--- src/rtl/wb_mem_copy_pkg.sv ---
// Shared types for the Wishbone copy/fill sequencer: FSM encoding and mode constants.
package wb_mem_copy_pkg;

    typedef enum logic [2:0] {
        S_IDLE    = 3'd0,
        S_RD_REQ  = 3'd1,
        S_RD_WAIT = 3'd2,
        S_WR_REQ  = 3'd3,
        S_WR_WAIT = 3'd4,
        S_FIN     = 3'd5
    } state_e;

    localparam logic MODE_COPY = 1'b0;
    localparam logic MODE_FILL = 1'b1;

endpackage

--- src/rtl/wb_mem_copy_if.sv ---
// Classic single-request Wishbone bus between the copy engine and one RAM port.
interface wb_mem_copy_if #(
    parameter int DATA_WIDTH   = 32,
    parameter int ADDR_WIDTH   = 32,
    parameter int SELECT_WIDTH = 4
) ();

    logic [ADDR_WIDTH-1:0]   m_adr_o;
    logic [DATA_WIDTH-1:0]   m_dat_i;
    logic [DATA_WIDTH-1:0]   m_dat_o;
    logic                    m_we_o;
    logic [SELECT_WIDTH-1:0] m_sel_o;
    logic                    m_stb_o;
    logic                    m_cyc_o;
    logic                    m_ack_i;
    logic                    m_err_i;

    modport master (
        output m_adr_o, m_dat_o, m_we_o, m_sel_o, m_stb_o, m_cyc_o,
        input  m_dat_i, m_ack_i, m_err_i
    );

    modport slave (
        input  m_adr_o, m_dat_o, m_we_o, m_sel_o, m_stb_o, m_cyc_o,
        output m_dat_i, m_ack_i, m_err_i
    );

endinterface

--- src/rtl/wb_mem_copy.sv ---
// Wishbone master that copies (src->dst) or fills (constant->dst) a block of words,
// one access in flight at a time, with a start/busy/done/error control interface.
module wb_mem_copy
    import wb_mem_copy_pkg::*;
#(
    parameter int DATA_WIDTH   = 32,
    parameter int ADDR_WIDTH   = 32,
    parameter int SELECT_WIDTH = 4,
    parameter int COUNT_WIDTH  = 16
) (
    input  logic                   clk,
    input  logic                   rst_n,
    input  logic                   start,
    input  logic                   mode,
    input  logic [ADDR_WIDTH-1:0]  src_addr,
    input  logic [ADDR_WIDTH-1:0]  dst_addr,
    input  logic [COUNT_WIDTH-1:0] count,
    input  logic [DATA_WIDTH-1:0]  fill_data,
    output logic                   busy,
    output logic                   done,
    output logic                   error,
    wb_mem_copy_if.master          m
);

    localparam logic [ADDR_WIDTH-1:0] STRIDE = ADDR_WIDTH'(SELECT_WIDTH);

    state_e                 state_q, state_d;
    logic                   mode_q, mode_d;
    logic [ADDR_WIDTH-1:0]  src_ptr_q, src_ptr_d;
    logic [ADDR_WIDTH-1:0]  dst_ptr_q, dst_ptr_d;
    logic [COUNT_WIDTH-1:0] remain_q, remain_d;
    logic [DATA_WIDTH-1:0]  data_q, data_d;
    logic                   busy_q, busy_d;
    logic                   done_q, done_d;
    logic                   error_q, error_d;
    logic [ADDR_WIDTH-1:0]  adr_q, adr_d;
    logic [DATA_WIDTH-1:0]  dat_q, dat_d;
    logic                   we_q, we_d;
    logic                   stb_q, stb_d;

    // Strobe is only raised on the REQ->WAIT edge, so each REQ state doubles as
    // the mandatory idle cycle after the previous ack.
    always_comb begin
        state_d   = state_q;
        mode_d    = mode_q;
        src_ptr_d = src_ptr_q;
        dst_ptr_d = dst_ptr_q;
        remain_d  = remain_q;
        data_d    = data_q;
        error_d   = error_q;
        adr_d     = adr_q;
        dat_d     = dat_q;
        we_d      = we_q;
        stb_d     = stb_q;
        done_d    = (state_q == S_FIN);

        unique case (state_q)
            S_IDLE: begin
                if (start) begin
                    error_d = 1'b0;
                    if (count == '0) begin
                        state_d = S_FIN;
                    end else begin
                        mode_d    = mode;
                        src_ptr_d = src_addr;
                        dst_ptr_d = dst_addr;
                        remain_d  = count;
                        // Fill value rides in the data register; a copy overwrites it on its first read.
                        data_d    = fill_data;
                        state_d   = (mode == MODE_FILL) ? S_WR_REQ : S_RD_REQ;
                    end
                end
            end
            S_RD_REQ: begin
                adr_d   = src_ptr_q;
                we_d    = 1'b0;
                stb_d   = 1'b1;
                state_d = S_RD_WAIT;
            end
            S_RD_WAIT: begin
                if (m.m_err_i) begin
                    stb_d   = 1'b0;
                    error_d = 1'b1;
                    state_d = S_FIN;
                end else if (m.m_ack_i) begin
                    data_d  = m.m_dat_i;
                    stb_d   = 1'b0;
                    state_d = S_WR_REQ;
                end
            end
            S_WR_REQ: begin
                adr_d   = dst_ptr_q;
                we_d    = 1'b1;
                dat_d   = data_q;
                stb_d   = 1'b1;
                state_d = S_WR_WAIT;
            end
            S_WR_WAIT: begin
                if (m.m_err_i) begin
                    stb_d   = 1'b0;
                    error_d = 1'b1;
                    state_d = S_FIN;
                end else if (m.m_ack_i) begin
                    stb_d     = 1'b0;
                    dst_ptr_d = dst_ptr_q + STRIDE;
                    if (mode_q == MODE_COPY) src_ptr_d = src_ptr_q + STRIDE;
                    remain_d  = remain_q - 1'b1;
                    if (remain_q == COUNT_WIDTH'(1))  state_d = S_FIN;
                    else if (mode_q == MODE_FILL)     state_d = S_WR_REQ;
                    else                              state_d = S_RD_REQ;
                end
            end
            S_FIN:   state_d = S_IDLE;
            default: state_d = S_IDLE;
        endcase

        busy_d = (state_d == S_RD_REQ) || (state_d == S_RD_WAIT) ||
                 (state_d == S_WR_REQ) || (state_d == S_WR_WAIT);
    end

    always_ff @(posedge clk or negedge rst_n) begin
        if (!rst_n) begin
            state_q   <= S_IDLE;
            mode_q    <= MODE_COPY;
            src_ptr_q <= '0;
            dst_ptr_q <= '0;
            remain_q  <= '0;
            data_q    <= '0;
            busy_q    <= 1'b0;
            done_q    <= 1'b0;
            error_q   <= 1'b0;
            adr_q     <= '0;
            dat_q     <= '0;
            we_q      <= 1'b0;
            stb_q     <= 1'b0;
        end else begin
            state_q   <= state_d;
            mode_q    <= mode_d;
            src_ptr_q <= src_ptr_d;
            dst_ptr_q <= dst_ptr_d;
            remain_q  <= remain_d;
            data_q    <= data_d;
            busy_q    <= busy_d;
            done_q    <= done_d;
            error_q   <= error_d;
            adr_q     <= adr_d;
            dat_q     <= dat_d;
            we_q      <= we_d;
            stb_q     <= stb_d;
        end
    end

    assign busy      = busy_q;
    assign done      = done_q;
    assign error     = error_q;
    assign m.m_adr_o = adr_q;
    assign m.m_dat_o = dat_q;
    assign m.m_we_o  = we_q;
    assign m.m_stb_o = stb_q;
    assign m.m_cyc_o = stb_q;
    assign m.m_sel_o = {SELECT_WIDTH{stb_q}};

endmodule

--- src/flat_wrapper.sv ---
// flat-port wrapper written by rule: the top's interface ports become plain ports
module wb_mem_copy_flat import wb_mem_copy_pkg::*;
#(
    parameter int DATA_WIDTH   = 32,
    parameter int ADDR_WIDTH   = 32,
    parameter int SELECT_WIDTH = 4,
    parameter int COUNT_WIDTH  = 16
)
  (clk, rst_n, start, mode, src_addr, dst_addr, count, fill_data, busy, done, error, m_m_adr_o, m_m_dat_o, m_m_we_o, m_m_sel_o, m_m_stb_o, m_m_cyc_o, m_m_dat_i, m_m_ack_i, m_m_err_i);
  wb_mem_copy_if #(.DATA_WIDTH(DATA_WIDTH), .ADDR_WIDTH(ADDR_WIDTH), .SELECT_WIDTH(SELECT_WIDTH)) m_i ();
  input  logic clk;
  input  logic rst_n;
  input  logic start;
  input  logic mode;
  input  logic [ADDR_WIDTH-1:0] src_addr;
  input  logic [ADDR_WIDTH-1:0] dst_addr;
  input  logic [COUNT_WIDTH-1:0] count;
  input  logic [DATA_WIDTH-1:0] fill_data;
  output logic busy;
  output logic done;
  output logic error;
  output wire logic [$bits(m_i.m_adr_o)-1:0] m_m_adr_o;
  output wire logic [$bits(m_i.m_dat_o)-1:0] m_m_dat_o;
  output wire logic [$bits(m_i.m_we_o)-1:0] m_m_we_o;
  output wire logic [$bits(m_i.m_sel_o)-1:0] m_m_sel_o;
  output wire logic [$bits(m_i.m_stb_o)-1:0] m_m_stb_o;
  output wire logic [$bits(m_i.m_cyc_o)-1:0] m_m_cyc_o;
  input wire logic [$bits(m_i.m_dat_i)-1:0] m_m_dat_i;
  input wire logic [$bits(m_i.m_ack_i)-1:0] m_m_ack_i;
  input wire logic [$bits(m_i.m_err_i)-1:0] m_m_err_i;
  assign m_m_adr_o = m_i.m_adr_o;
  assign m_m_dat_o = m_i.m_dat_o;
  assign m_m_we_o = m_i.m_we_o;
  assign m_m_sel_o = m_i.m_sel_o;
  assign m_m_stb_o = m_i.m_stb_o;
  assign m_m_cyc_o = m_i.m_cyc_o;
  assign m_i.m_dat_i = m_m_dat_i;
  assign m_i.m_ack_i = m_m_ack_i;
  assign m_i.m_err_i = m_m_err_i;
  wb_mem_copy #(.DATA_WIDTH(DATA_WIDTH), .ADDR_WIDTH(ADDR_WIDTH), .SELECT_WIDTH(SELECT_WIDTH), .COUNT_WIDTH(COUNT_WIDTH)) u_core (.clk(clk), .rst_n(rst_n), .start(start), .mode(mode), .src_addr(src_addr), .dst_addr(dst_addr), .count(count), .fill_data(fill_data), .busy(busy), .done(done), .error(error), .m(m_i));
endmodule
--- config.mk ---
export PLATFORM = sky130hd
export DESIGN_NAME = wb_mem_copy_flat
export DESIGN_NICKNAME = d
export VERILOG_FILES = /design/src/rtl/wb_mem_copy_pkg.sv /design/src/rtl/wb_mem_copy_if.sv /design/src/rtl/wb_mem_copy.sv /design/src/flat_wrapper.sv
export SDC_FILE = /design/constraint.sdc
export NUM_CORES = 1
export LEC_CHECK = 0
export ABC_AREA = 1
export CAP_MARGIN = 5
export CORE_UTILIZATION = 52
export CTS_CLUSTER_SIZE = 10
export DETAILED_ROUTE_END_ITERATION = 10
export PLACE_DENSITY = 0.81
export RECOVER_POWER = 25
export SKIP_CTS_REPAIR_TIMING = 1
export SLEW_MARGIN = 20
export SYNTH_ARGS = -nofsm -noshare
export SYNTH_HDL_FRONTEND = slang
export SYNTH_SLANG_ARGS = --single-unit
export TNS_END_PERCENT = 50
--- constraint.sdc ---
create_clock -name clk -period 2.4 [get_ports clk]
set_clock_uncertainty 0.2 [all_clocks]
set_input_delay 0.36 -clock clk [delete_from_list [all_inputs] [get_ports clk]]
set_output_delay 0.36 -clock clk [all_outputs]
set_load 0.03 [all_outputs]
Word level (Yosys, flattened, before mapping)
Cells that the tools add are included.
{ "word_totals": {"reg_bits": 185, "in_bits": 150, "output_inout_bits": 74, "wordCells": 93} }
{ "classes": {"n_addsub": 3, "n_eq_ne": 19, "n_mux": 39, "bitwise_logic": 1, "reduce_logical": 18} }
{ "ops": {"columns": ["op", "count"], "rows": [
  ["$mux 32", 13],
  ["$pmux 32 s2", 4],
  ["$add 32x3->32 const B", 2],
  ["$mux 16", 4],
  ["$pmux 16 s2", 1],
  ["$mux 3", 7],
  ["$eq 16x1->1 const B", 1],
  ["$logic_not 16->1", 1],
  ["$sub 16x1->16 const B", 1],
  ["$pmux 3 s5", 1],
  ["$ne 2x2->1 const B", 7],
  ["$eq 3x2->1 const B", 4],
  ["$reduce_and 5->1", 2],
  ["$reduce_bool 2->1", 5],
  ["$eq 3x3->1 const B", 3],
  ["$eq 3x1->1 const B", 2],
  ["$pmux 1 s2", 3],
  ["$reduce_and 3->1", 2],
  ["$reduce_and 6->1", 1],
  ["$mux 1", 4],
  ["$mux 2", 2],
  ["$reduce_or 2->1", 2],
  ["$logic_not 3->1", 1],
  ["$logic_or 1x1->1", 3],
  ["other kinds (4)", 4]
]} }

Logic depth before layout (Yosys ltp)
Gate-level depths: netlist (run 1).
{ "logic_depth": {"ltp_word": 9, "ltp_mapped": 12} }

Worst setup path after synthesis (run 1)
OpenSTA, ideal clock, no wires.
{ "synth_timing": {"path_kind": "reg2reg", "startpoint": "register u_core.dst_ptr_q[2]", "endpoint": "register u_core.dst_ptr_q[12]", "setup_ps": 116, "t_arrival_ps": 1503, "path_slack_ps": 581, "stages_incl_launch_ff": 11, "n_path_buf": 0, "path_cell_list": "dfrtp_1 ha_1 nand2_1 nor2_1 nand2_1 inv_1 nand2_1 o211ai_1 nand2_1 nand2_1 nand2_1"} }
{ "synth_via": {"elab_chain_cells": 4} }
{ "synth_rtl": {"columns": ["element", "line_no", "rtl"], "rows": [
  ["from (decl)", "wb_mem_copy.sv:30", "logic [ADDR_WIDTH-1:0] dst_ptr_q, dst_ptr_d;"],
  ["from (signal assigned)", "wb_mem_copy.sv:140", "dst_ptr_q <= dst_ptr_d;"],
  ["$add 32x3->32", "wb_mem_copy.sv:105", "dst_ptr_d = dst_ptr_q + STRIDE;"],
  ["$mux 32", "wb_mem_copy.sv:103", "end else if (m.m_ack_i) begin"],
  ["$mux 32", "wb_mem_copy.sv:99", "if (m.m_err_i) begin"],
  ["$pmux 32 s2", "wb_mem_copy.sv:57", "unique case (state_q)"]
]} }
No other way between the ends. The select of a mux whose other input is x is not followed.
A chain may end at the register's enable or synchronous reset.

Worst setup path after layout (run 1)
{ "layout_timing": {"startpoint": "register u_core.state_q[2]", "endpoint": "register u_core.adr_q[16] (netlist: u_core.m.m_adr_o[16])"} }
{ "layout_via": {"elab_chain_cells": 2} }
{ "layout_rtl": {"columns": ["element", "line_no", "rtl"], "rows": [
  ["from (decl)", "wb_mem_copy.sv:27", "state_e state_q, state_d;"],
  ["from (signal assigned)", "wb_mem_copy.sv:137", "state_q <= state_d;"],
  ["$eq 3x2->1 or $eq 3x1->1 (tied branches)", "wb_mem_copy.sv:57", null],
  ["$pmux 32 s2 or $reduce_bool 2->1 (tied branches)", null, null],
  ["to (signal assigned)", "wb_mem_copy.sv:146", "adr_q <= adr_d;"],
  ["to (decl)", "wb_mem_copy.sv:36", "logic [ADDR_WIDTH-1:0] adr_q, adr_d;"]
]} }
Several ways; a longest one is shown, not always the timed one.

==> reports/qor.txt, run 1 <==
Status: finished with violations
Failing checks: max-capacitance violations
GRT overflow: 0
Initial antenna violation count: 0
Worst Slack Setup Final: 182 ps
Layout cells sized above 1: 7.15%
H-tree levels: 4
CTS sink count: 185
Post-synth cell types: 39
Fill cell count: 1780
Root Driver: clkbuf_16
DRT met1 WL: 14400 um
# diodes: 0
Slew headroom: 0.581%
Layout Utilization: 68.8%
Global-route wire length before repair: 52600 um
Worst hold slack: 289 ps
Top Layer Used: met4
DR WL met3: 2830 um
Placed inst area: 13300 sq um
HPWL after DPL: 24500 um
CP endpoint kind: flop
CP startpoint kind: flop
Sw Share: 48.1%
Total length of routed wires: 32300 um
DP Worst Slack: -37.6 ps
Commonest non-fill, non-tap cells in the layout: 608 x nand2_1, 222 x clkdlybuf4s50_1, 185 x dfrtp_1
Hold Crit Class: reg -> reg
Internal: 0.00946 W
Clk Latency, worst-skew pair: 440 ps
Starting Density: 52.9%
Clock Tree Buf Depth: 2
Final ANT Viol Nets: 0
Port Buf Inserts: 223
Largest net degree at the start of global routing: 84
Worst path required time: 2460 ps
WS Path Type: reg -> reg
Met2 WL: 14300 um
Flop pwr share: 32.2%
Pwr Density: 1310 nW/um^2
Max Transition Viols Final: 0
CTS clock-pin slew for the worst setup and hold paths: 80 ps
Final instance area: 13900 sq um
YS warnings: 0
Cell count after synthesis: 1531
Leakage: 6.49 nW
CTS tree: yes
Syn nets: 1685
Fraction of registers with async set or reset after synthesis: 100%
Num CTS Buffers: 17
Average cell area after synthesis: 6.98 sq um
Worst EP arrival: 2280 ps
Layout net count: 1904
Final setup viols: 0
Total count of hold-check failures in the final report: 0
Final period util: 92.4%
Io pins: 224
Achievable frequency: 451 MHz
Combinational fraction of design power: 52.1%
1st-iter DRT viols: 790
Post-synth EDFFs: 0
Core Area: 20200 sq um
Detailed-route DRC error count: 0
Crit path max fanout: 30
Vias in the first global route: 10200
Clock network fraction of total power: 15.7%
Syn Std Cell Area: 10700 sq um
DR vias/cell: 5.30
Yosys reg bits: 185
Leading cell type in the layout, fill and taps excluded: nand2_1
Die X: 145 um
Sequential Area: 4630 sq um
Die Span Y: 145 um
Minimum clock period: 2220 ps
Net switching power: 0.00876 W
Global Route Usage Sum: 31.5%
Reg2Reg Depth: 5
Area Growth Syn to Fin: 29.9%
Footprint of the multi-input gates: 5120 sq um
Detailed-route via count: 10800
Placer Congestion: 0.958
RSZ-0062 raised after global routing: false
Register area share after synthesis: 43.4%
WHS Path Cells: 2
Die area: 21100 sq um
Peak VDD IR: 705 uV
# rows: 52
Least-Margin Pin Slew: 1490 ps
Max_cap viols: 1
Main synth FF type: dfrtp_1
Avg WL per Cell: 15.9 um
Pre-antenna DRT Iters: 7
[cells in the mapped netlist (2+ instances only)]
cell type  instances  area (sq um)
nand2_1          610          2290
dfrtp_1          185          4630
nor2_1           176           661
inv_1            132           495
nand3_1          107           536
o21ai_0           85           425
o221ai_1          30           263
o21ai_2           28           245
nor3_1            25           125
clkbuf_1          24          90.1
o21ai_1           23           115
buf_2             16          80.1
buf_6             14           158
nand4_1           14          87.6
a21oi_1            9          45.0
buf_4              8          60.1
ha_1               4          50.1
inv_2              4          15.0
buf_1              3          11.3
o211ai_1           3          22.5
or2_2              3          18.8
xnor2_1            3          26.3
xor2_1             3          26.3
a21oi_2            2          17.5
inv_4              2          12.5
mux2_2             2          22.5
nand2_2            2          12.5
nor2_4             2          22.5
o31ai_1            2          15.0
[critical path, stage by stage (launching register included)]
cell and delay (ps):
dfrtp_1 500, inv_2 160, nand2_1 120, nor2_1 90
inv_1 710, o221ai_1 230
[power groups by stage]
stage / Sequential [W] / Clock, W / Combinational, W
floorplan: 0.00643 / 0 / 0.00576
global placement: 0.00583 / 0 / 0.00921
detailed placement: 0.00585 / 0 / 0.00946
CTS: 0.00582 / 0.00290 / 0.00952
global route: 0.00602 / 0.00301 / 0.0106
finish: 0.00586 / 0.00286 / 0.00950
[layout make-up]
class	count	area share (%)
Clock buffer	17	3.07
Clock inverter	15	1.34
Inverter	139	3.85
Multi-Input combinational cell	1142	36.9
Sequential cell	185	33.4
Tap cell	270	2.44
Timing Repair Buffer	265	19.0
[metal layers]
layer	vias to the layer above	global-route usage, %
met5	-	0
met4	0	10.3
met3	53	7.17
met2	439	48.5
met1	4980	44.1
li1	5312	-
[per-stage QoR]
| stage | cells | setup TNS, ps | total power, W |
|---|---|---|---|
| 2_1_floorplan | 1531 | 0 | 0.0122 |
| 3_3_place_gp | 2000 | 0 | 0.0150 |
| 3_5_place_dp | 2000 | -212 | 0.0153 |
| 4_1_cts | 2032 | 0 | 0.0182 |
| 5_1_grt | 2033 | 0 | 0.0196 |
| 6_report | 2033 | 0 | 0.0182 |
[kinds of logic (layout without fill, tap and decap cells)]
kind of cell    Yosys count  count (layout)  share of synthesized area, %
xor+xnor                  6               6                         0.492
simple gates            943             943                          35.6
flops                   185             185                          43.4
buf+inv                 204             436                          8.72
mux                       3               3                         0.305
compound gates          186             186                          11.0
fa+ha+maj                 4               4                         0.469
[path summary, 6_finish.rpt]
check | from | end | slack [ps]
hold reg to reg | u_core.m.m_dat_o[29] | u_core.m.m_dat_o[29] | 290
hold / removal | u_core.m.m_dat_o[29] | u_core.m.m_dat_o[29] | 290
min in group asynchronous | rst_n | u_core.remain_q[9] | 610
setup / recovery | u_core.state_q[2] | u_core.m.m_adr_o[16] | 180
setup reg to reg | u_core.state_q[2] | u_core.m.m_adr_o[16] | 180
max in group asynchronous | rst_n | u_core.m.m_dat_o[23] | 320
[registers in the layout, summed over array words and instances (netlist names), 3 cells and up]
name and cells:
u_core.remain_q 16, u_core.dst_ptr_q 32, u_core.state_q 3, u_core.src_ptr_q 32, u_core.m.m_dat_o 32, u_core.m.m_adr_o 32
u_core.data_q 32
Power figures use the tool's default switching activity.
==> run 2, diff against run 1 <==
- CORE_MARGIN: not set -> 10
==> reports/qor.txt, run 2 (same netlist as run 1, synthesis figures left out) <==
DR WL met3: 3660 um (+29%)
Layout cells sized above 1: 7.36% (+0.21 points)
Largest net degree at the start of global routing: 53 (-37%)
Minimum clock period: 2290 ps (+69.7 ps)
Port Buf Inserts: 223 (unchanged)
Die Span Y: 163 um (+12%)
Avg WL per Cell: 17.3 um (+9.2%)
DRT met1 WL: 15400 um (+6.8%)
Max Transition Viols Final: 0 (unchanged)
Worst hold slack: 288 ps (-1.14 ps)
CTS clock-pin slew for the worst setup and hold paths: 80 ps (about the same)
CP startpoint kind: flop
DR vias/cell: 5.30 (-0.11%)
Status: finished clean
Global-route wire length before repair: 55900 um (+6.2%)
Commonest non-fill, non-tap cells in the layout: 608 x nand2_1, 222 x clkdlybuf4s50_1, 185 x dfrtp_1
Crit path max fanout: 15 (-50%)
H-tree levels: 4 (unchanged)
CTS tree: yes
Final period util: 95.3% (+2.9 points)
Io pins: 224 (unchanged)
Pwr Density: 1330 nW/um^2 (+0.98%)
Worst path required time: 2540 ps (+80 ps)
Layout net count: 1907 (+0.16%)
Slew headroom: 14.8% (+14 points)
Hold Crit Class: reg -> reg
Area Growth Syn to Fin: 30.0%
Worst Slack Setup Final: 113 ps (-69.7 ps)
# rows: 52 (unchanged)
Core Area: 20200 sq um (+0.32%)
1st-iter DRT viols: 977 (+24%)
Num CTS Buffers: 17 (unchanged)
Final setup viols: 0 (unchanged)
Placer Congestion: 0.947 (-1.1%)
DP Worst Slack: -67.1 ps (-29.5 ps)
Total count of hold-check failures in the final report: 0 (unchanged)
Layout Utilization: 68.6% (-0.15 points)
Die X: 163 um (+12%)
CP endpoint kind: flop
Initial antenna violation count: 0 (unchanged)
Vias in the first global route: 10500 (+2.4%)
# diodes: 0 (unchanged)
Max_cap viols: 0 (-1)
Fill cell count: 1771 (-0.51%)
GRT overflow: 0 (unchanged)
Leading cell type in the layout, fill and taps excluded: nand2_1
HPWL after DPL: 27400 um (+12%)
Starting Density: 52.8% (-0.17 points)
Least-Margin Pin Slew: 1280 ps (-213 ps)
Total length of routed wires: 35300 um (+9.4%)
RSZ-0062 raised after global routing: false
Clock Tree Buf Depth: 2 (unchanged)
Peak VDD IR: 750 uV (+6.4%)
Worst EP arrival: 2430 ps (+150 ps)
WS Path Type: reg -> reg
Root Driver: clkbuf_16
Top Layer Used: met4
Detailed-route DRC error count: 0 (unchanged)
Detailed-route via count: 10800 (+0.037%)
Achievable frequency: 437 MHz (-3.0%)
Leakage: 6.50 nW (about the same)
Pre-antenna DRT Iters: 5 (-2)
Met2 WL: 15600 um (+9.5%)
Die area: 26700 sq um (+26%)
CTS sink count: 185 (unchanged)
Final ANT Viol Nets: 0 (unchanged)
Clk Latency, worst-skew pair: 440 ps (about the same)
Global Route Usage Sum: 26.3% (-5.2 points)
[run 2: path summary, 6_finish.rpt]
path	start	endpoint	slack, ps	cells after the start
max in group asynchronous	rst_n	u_core.m.m_we_o	380	3
worst max-delay path	u_core.state_q[2]	u_core.m.m_adr_o[25]	110	5
worst min-delay path	u_core.m.m_dat_o[27]	u_core.m.m_dat_o[27]	290	2
worst min register to register	u_core.m.m_dat_o[27]	u_core.m.m_dat_o[27]	290	2
min in group asynchronous	rst_n	u_core.remain_q[13]	520	2
worst max register to register	u_core.state_q[2]	u_core.m.m_adr_o[25]	110	5
[run 2: final cells by class]
class                      count  area [sq um]  share of cell area, %
inverter                     139           536                   3.86
timing repair inverter         1          7.51                 0.0541
clock inverter                15           169                   1.22
tap                          270           338                   2.43
multi-input combinational   1142          5130                   36.9
timing repair buffer         267          2650                   19.1
sequential                   185          4630                   33.3
clock buffer                  17           425                   3.06
[run 2: per-layer routing]
| layer | GRT usage (%) | vias to the layer above |
|---|---|---|
| li1 | - | 5308 |
| met1 | 35.5 | 4960 |
| met2 | 39.8 | 476 |
| met3 | 8.43 | 44 |
| met4 | 7.05 | 0 |
| met5 | 0 | - |
[run 2: where the power goes]
part           leakage (nW)  total, W  internal [W]  switching [W]
clock network         0.290   0.00288       0.00141        0.00146
logic                  3.90   0.00972       0.00349        0.00623
registers              2.31   0.00583       0.00462        0.00121
[run 2: metrics by stage]
step                area [sq um]  cells  TNS [ps]  power (W)
global route               13900   2036         0     0.0198
detailed placement         13300   2001      -685     0.0155
global placement           13300   2001         0     0.0152
finish                     13900   2036         0     0.0184
floorplan                  10700   1531         0     0.0122
CTS                        13900   2033         0     0.0184
[run 2: worst max-delay path, cell delays in order (launching register included)]
cell        delay (ps)
dfrtp_1            480
inv_2              220
nand2_1            130
nor2_2             420
clkinvlp_4         450
o221ai_1           280
==> run 3, diff against run 2 <==
- ABC_AREA: 1 -> 0
- CORE_ASPECT_RATIO: not set -> 1.2
- CORE_UTILIZATION: 52 -> 51
- SETUP_SLACK_MARGIN: not set -> 0.02
==> reports/qor.txt, run 3 <==
Status: finished clean
H-tree levels: 4 (unchanged)
WS Path Type: reg -> reg
Die Span Y: 170 um (+4.3%)
YS warnings: 0 (unchanged)
Commonest cells in the netlist: 185 x dfrtp_1, 140 x nand2_1, 116 x o21ai_0
Final period util: 96.6% (+1.3 points)
Syn Std Cell Area: 9590 sq um (-10%)
Worst path required time: 2520 ps (-20 ps)
Worst EP arrival: 2440 ps (about the same)
Cell count after synthesis: 1022 (-33%)
Achievable frequency: 431 MHz (-1.3%)
Avg WL per Cell: 19.5 um (+12%)
Port Buf Inserts: 223 (unchanged)
Synth top area share: 48.3% (+4.9 points)
Max Transition Viols Final: 0 (unchanged)
Slowest cell on crit path: or4_4
Register area share after synthesis: 48.3% (+4.9 points)
Pwr Density: 1300 nW/um^2 (-2.4%)
Initial antenna violation count: 0 (unchanged)
Fraction of registers with async set or reset after synthesis: 100% (unchanged)
Leading cell type in the layout, fill and taps excluded: clkdlybuf4s50_1
Simple-gate share of the synthesized area: 16.3% (-19 points)
Max_cap viols: 0 (unchanged)
1st-iter DRT viols: 1090 (+12%)
Post-Route Setup TNS: 0 ps (unchanged)
CTS tree: yes
Post-synthesis mux area share: 11.1% (+11 points)
Layout cells sized above 1: 14.4% (+7.1 points)
Vias in the first global route: 8990 (-14%)
Least-Margin Pin Slew: 1290 ps (+7.88 ps)
CTS sink count: 185 (unchanged)
Hold Crit Class: in -> reg
Starting Density: 52.4% (-0.38 points)
Root Driver: clkbuf_16
Largest net degree at the start of global routing: 79 (+49%)
DR vias/cell: 5.88 (+11%)
CP startpoint kind: flop
Worst Slack Setup Final: 82.2 ps (-30.3 ps)
DP Worst Slack: -242 ps (-175 ps)
Placer Congestion: 0.895 (-5.6%)
Detailed-route via count: 9146 (-15%)
Layout net count: 1444 (-24%)
Reg2Reg Depth: 6 (+1)
Yosys reg bits: 185 (unchanged)
Num CTS Buffers: 17 (unchanged)
Final Power: 0.0173 W (-6.0%)
Global Route Usage Sum: 23.5% (-2.8 points)
Ranking of synthesized cells by area: dfrtp_1 48%, mux2i_1 7.3%, o21ai_0 6.1%, nand2_1 5.5%, mux2_2 3.8%
HPWL after DPL: 21800 um (-20%)
Total length of routed wires: 30300 um (-14%)
DR WL met3: 2250 um (-39%)
Peak VDD IR: 858 uV (+14%)
# diodes: 0 (unchanged)
Most common cell in the netlist: dfrtp_1
Crit path max fanout: 4 (-11)
Io pins: 224 (unchanged)
Compound-cell area share of the yosys netlist: 19.8% (+8.8 points)
Total count of hold-check failures in the final report: 0 (unchanged)
Commonest non-fill, non-tap cells in the layout: 222 x clkdlybuf4s50_1, 184 x dfrtp_1, 139 x nand2_1
Xor/xnor share of the synthesized area: 0.183% (-0.31 points)
Detailed-route DRC error count: 0 (unchanged)
Placed cell count: 1519 (-24%)
Largest family of logic cells by synthesized area: compound AO/OA/AOI/OAI gates
Main synth FF type: dfrtp_1
Minimum clock period: 2320 ps (+30.3 ps)
Synth area leader: dfrtp_1
Met2 WL: 14900 um (-4.7%)
Leakage: 5.64 nW (-13%)
Final ANT Viol Nets: 0 (unchanged)
Global-route wire length before repair: 47700 um (-15%)
Pre-antenna DRT Iters: 7 (+2)
DRT met1 WL: 12800 um (-17%)
Layout Cells excl Fill: 1555 (-24%)
Clock Tree Buf Depth: 2 (unchanged)
CP endpoint kind: flop
Slew headroom: 14.2% (-0.53 points)
Clk Latency, worst-skew pair: 440 ps (about the same)
# rows: 54 (+3.8%)
Die area: 24700 sq um (-7.3%)
Final setup viols: 0 (unchanged)
GRT overflow: 0 (unchanged)
Post-synth cell types: 63 (+62%)
Average cell area after synthesis: 9.39 sq um (+35%)
Reg2reg start: u_core.remain_q[0]
Crit. Startpoint: u_core.remain_q[0]
Die X: 145 um (-11%)
Layout Utilization: 73.0% (+4.4 points)
Core Area: 18300 sq um (-9.5%)
Post-synth EDFFs: 0 (unchanged)
Syn nets: 1176 (-30%)
Critical path, cell by cell: buf_4 > or4_4 > or4_4 > o32a_1 > o21ai_1 > o21ai_1
Top Layer Used: met4
Hold_sp: dst_addr[0]
Area Growth Syn to Fin: 39.3%
WHS Path Cells: 3 (+1)
Synth Area in Adders: 0.522% (+0.053 points)
CTS clock-pin slew for the worst setup and hold paths: 70 ps (about the same)
Crit-path max cell delay: 530 ps (+50 ps)
-- run 3: stage by stage --
stage,cell area [sq um],hold slack [ps]
5_1_grt,13400,285
2_1_floorplan,9590,-136
3_5_place_dp,12700,133
4_1_cts,13300,-329
6_report,13400,271
3_3_place_gp,12700,122
-- run 3: cell type report --
cell class | count | area, sq um
Clock buffer | 18 | 439
Timing Repair Buffer | 321 | 3140
Clock inverter | 14 | 136
Sequential cell | 185 | 4630
Fill cell | 1356 | 4940
Inverter | 15 | 56.3
Multi-Input combinational cell | 750 | 4650
Tap cell | 252 | 315
-- run 3: logic make-up after synthesis --
group	Yosys count
AO/OA/AOI/OAI	312
XOR/XNOR	2
adder cells (fa/ha/maj)	4
buffers and inverters	87
flip-flops	185
multiplexers	102
AND/OR/NAND/NOR	330
-- run 3: critical path, delay by kind of cell, from the launching register on --
family / cells / cell delay [ps]
simple gates: 2 / 980
buf+inv: 1 / 150
flops: 1 / 400
compound gates: 3 / 480
-- run 3: final timing paths --
path	end	slack (ps)
setup reg to reg	u_core.remain_q[9]	80
max in group asynchronous	u_core.dst_ptr_q[27]	470
hold reg to reg	u_core.data_q[0]	280
setup / recovery	u_core.remain_q[9]	80
hold / removal	u_core.dst_ptr_q[0]	270
min in group asynchronous	u_core.data_q[0]	530
-- run 3: metal layers --
metal | GRT usage, % | vias to the layer above
met5 | 0 | -
met4 | 5.94 | 0
met3 | 6.24 | 42
met2 | 39.7 | 440
met1 | 29.5 | 4379
li1 | - | 4285
-- run 3: power breakdown --
group,internal [W],switching (W),total [W]
clock,0.00149,0.00130,0.00278
sequential,0.00463,0.00129,0.00591
combinational,0.00383,0.00478,0.00862
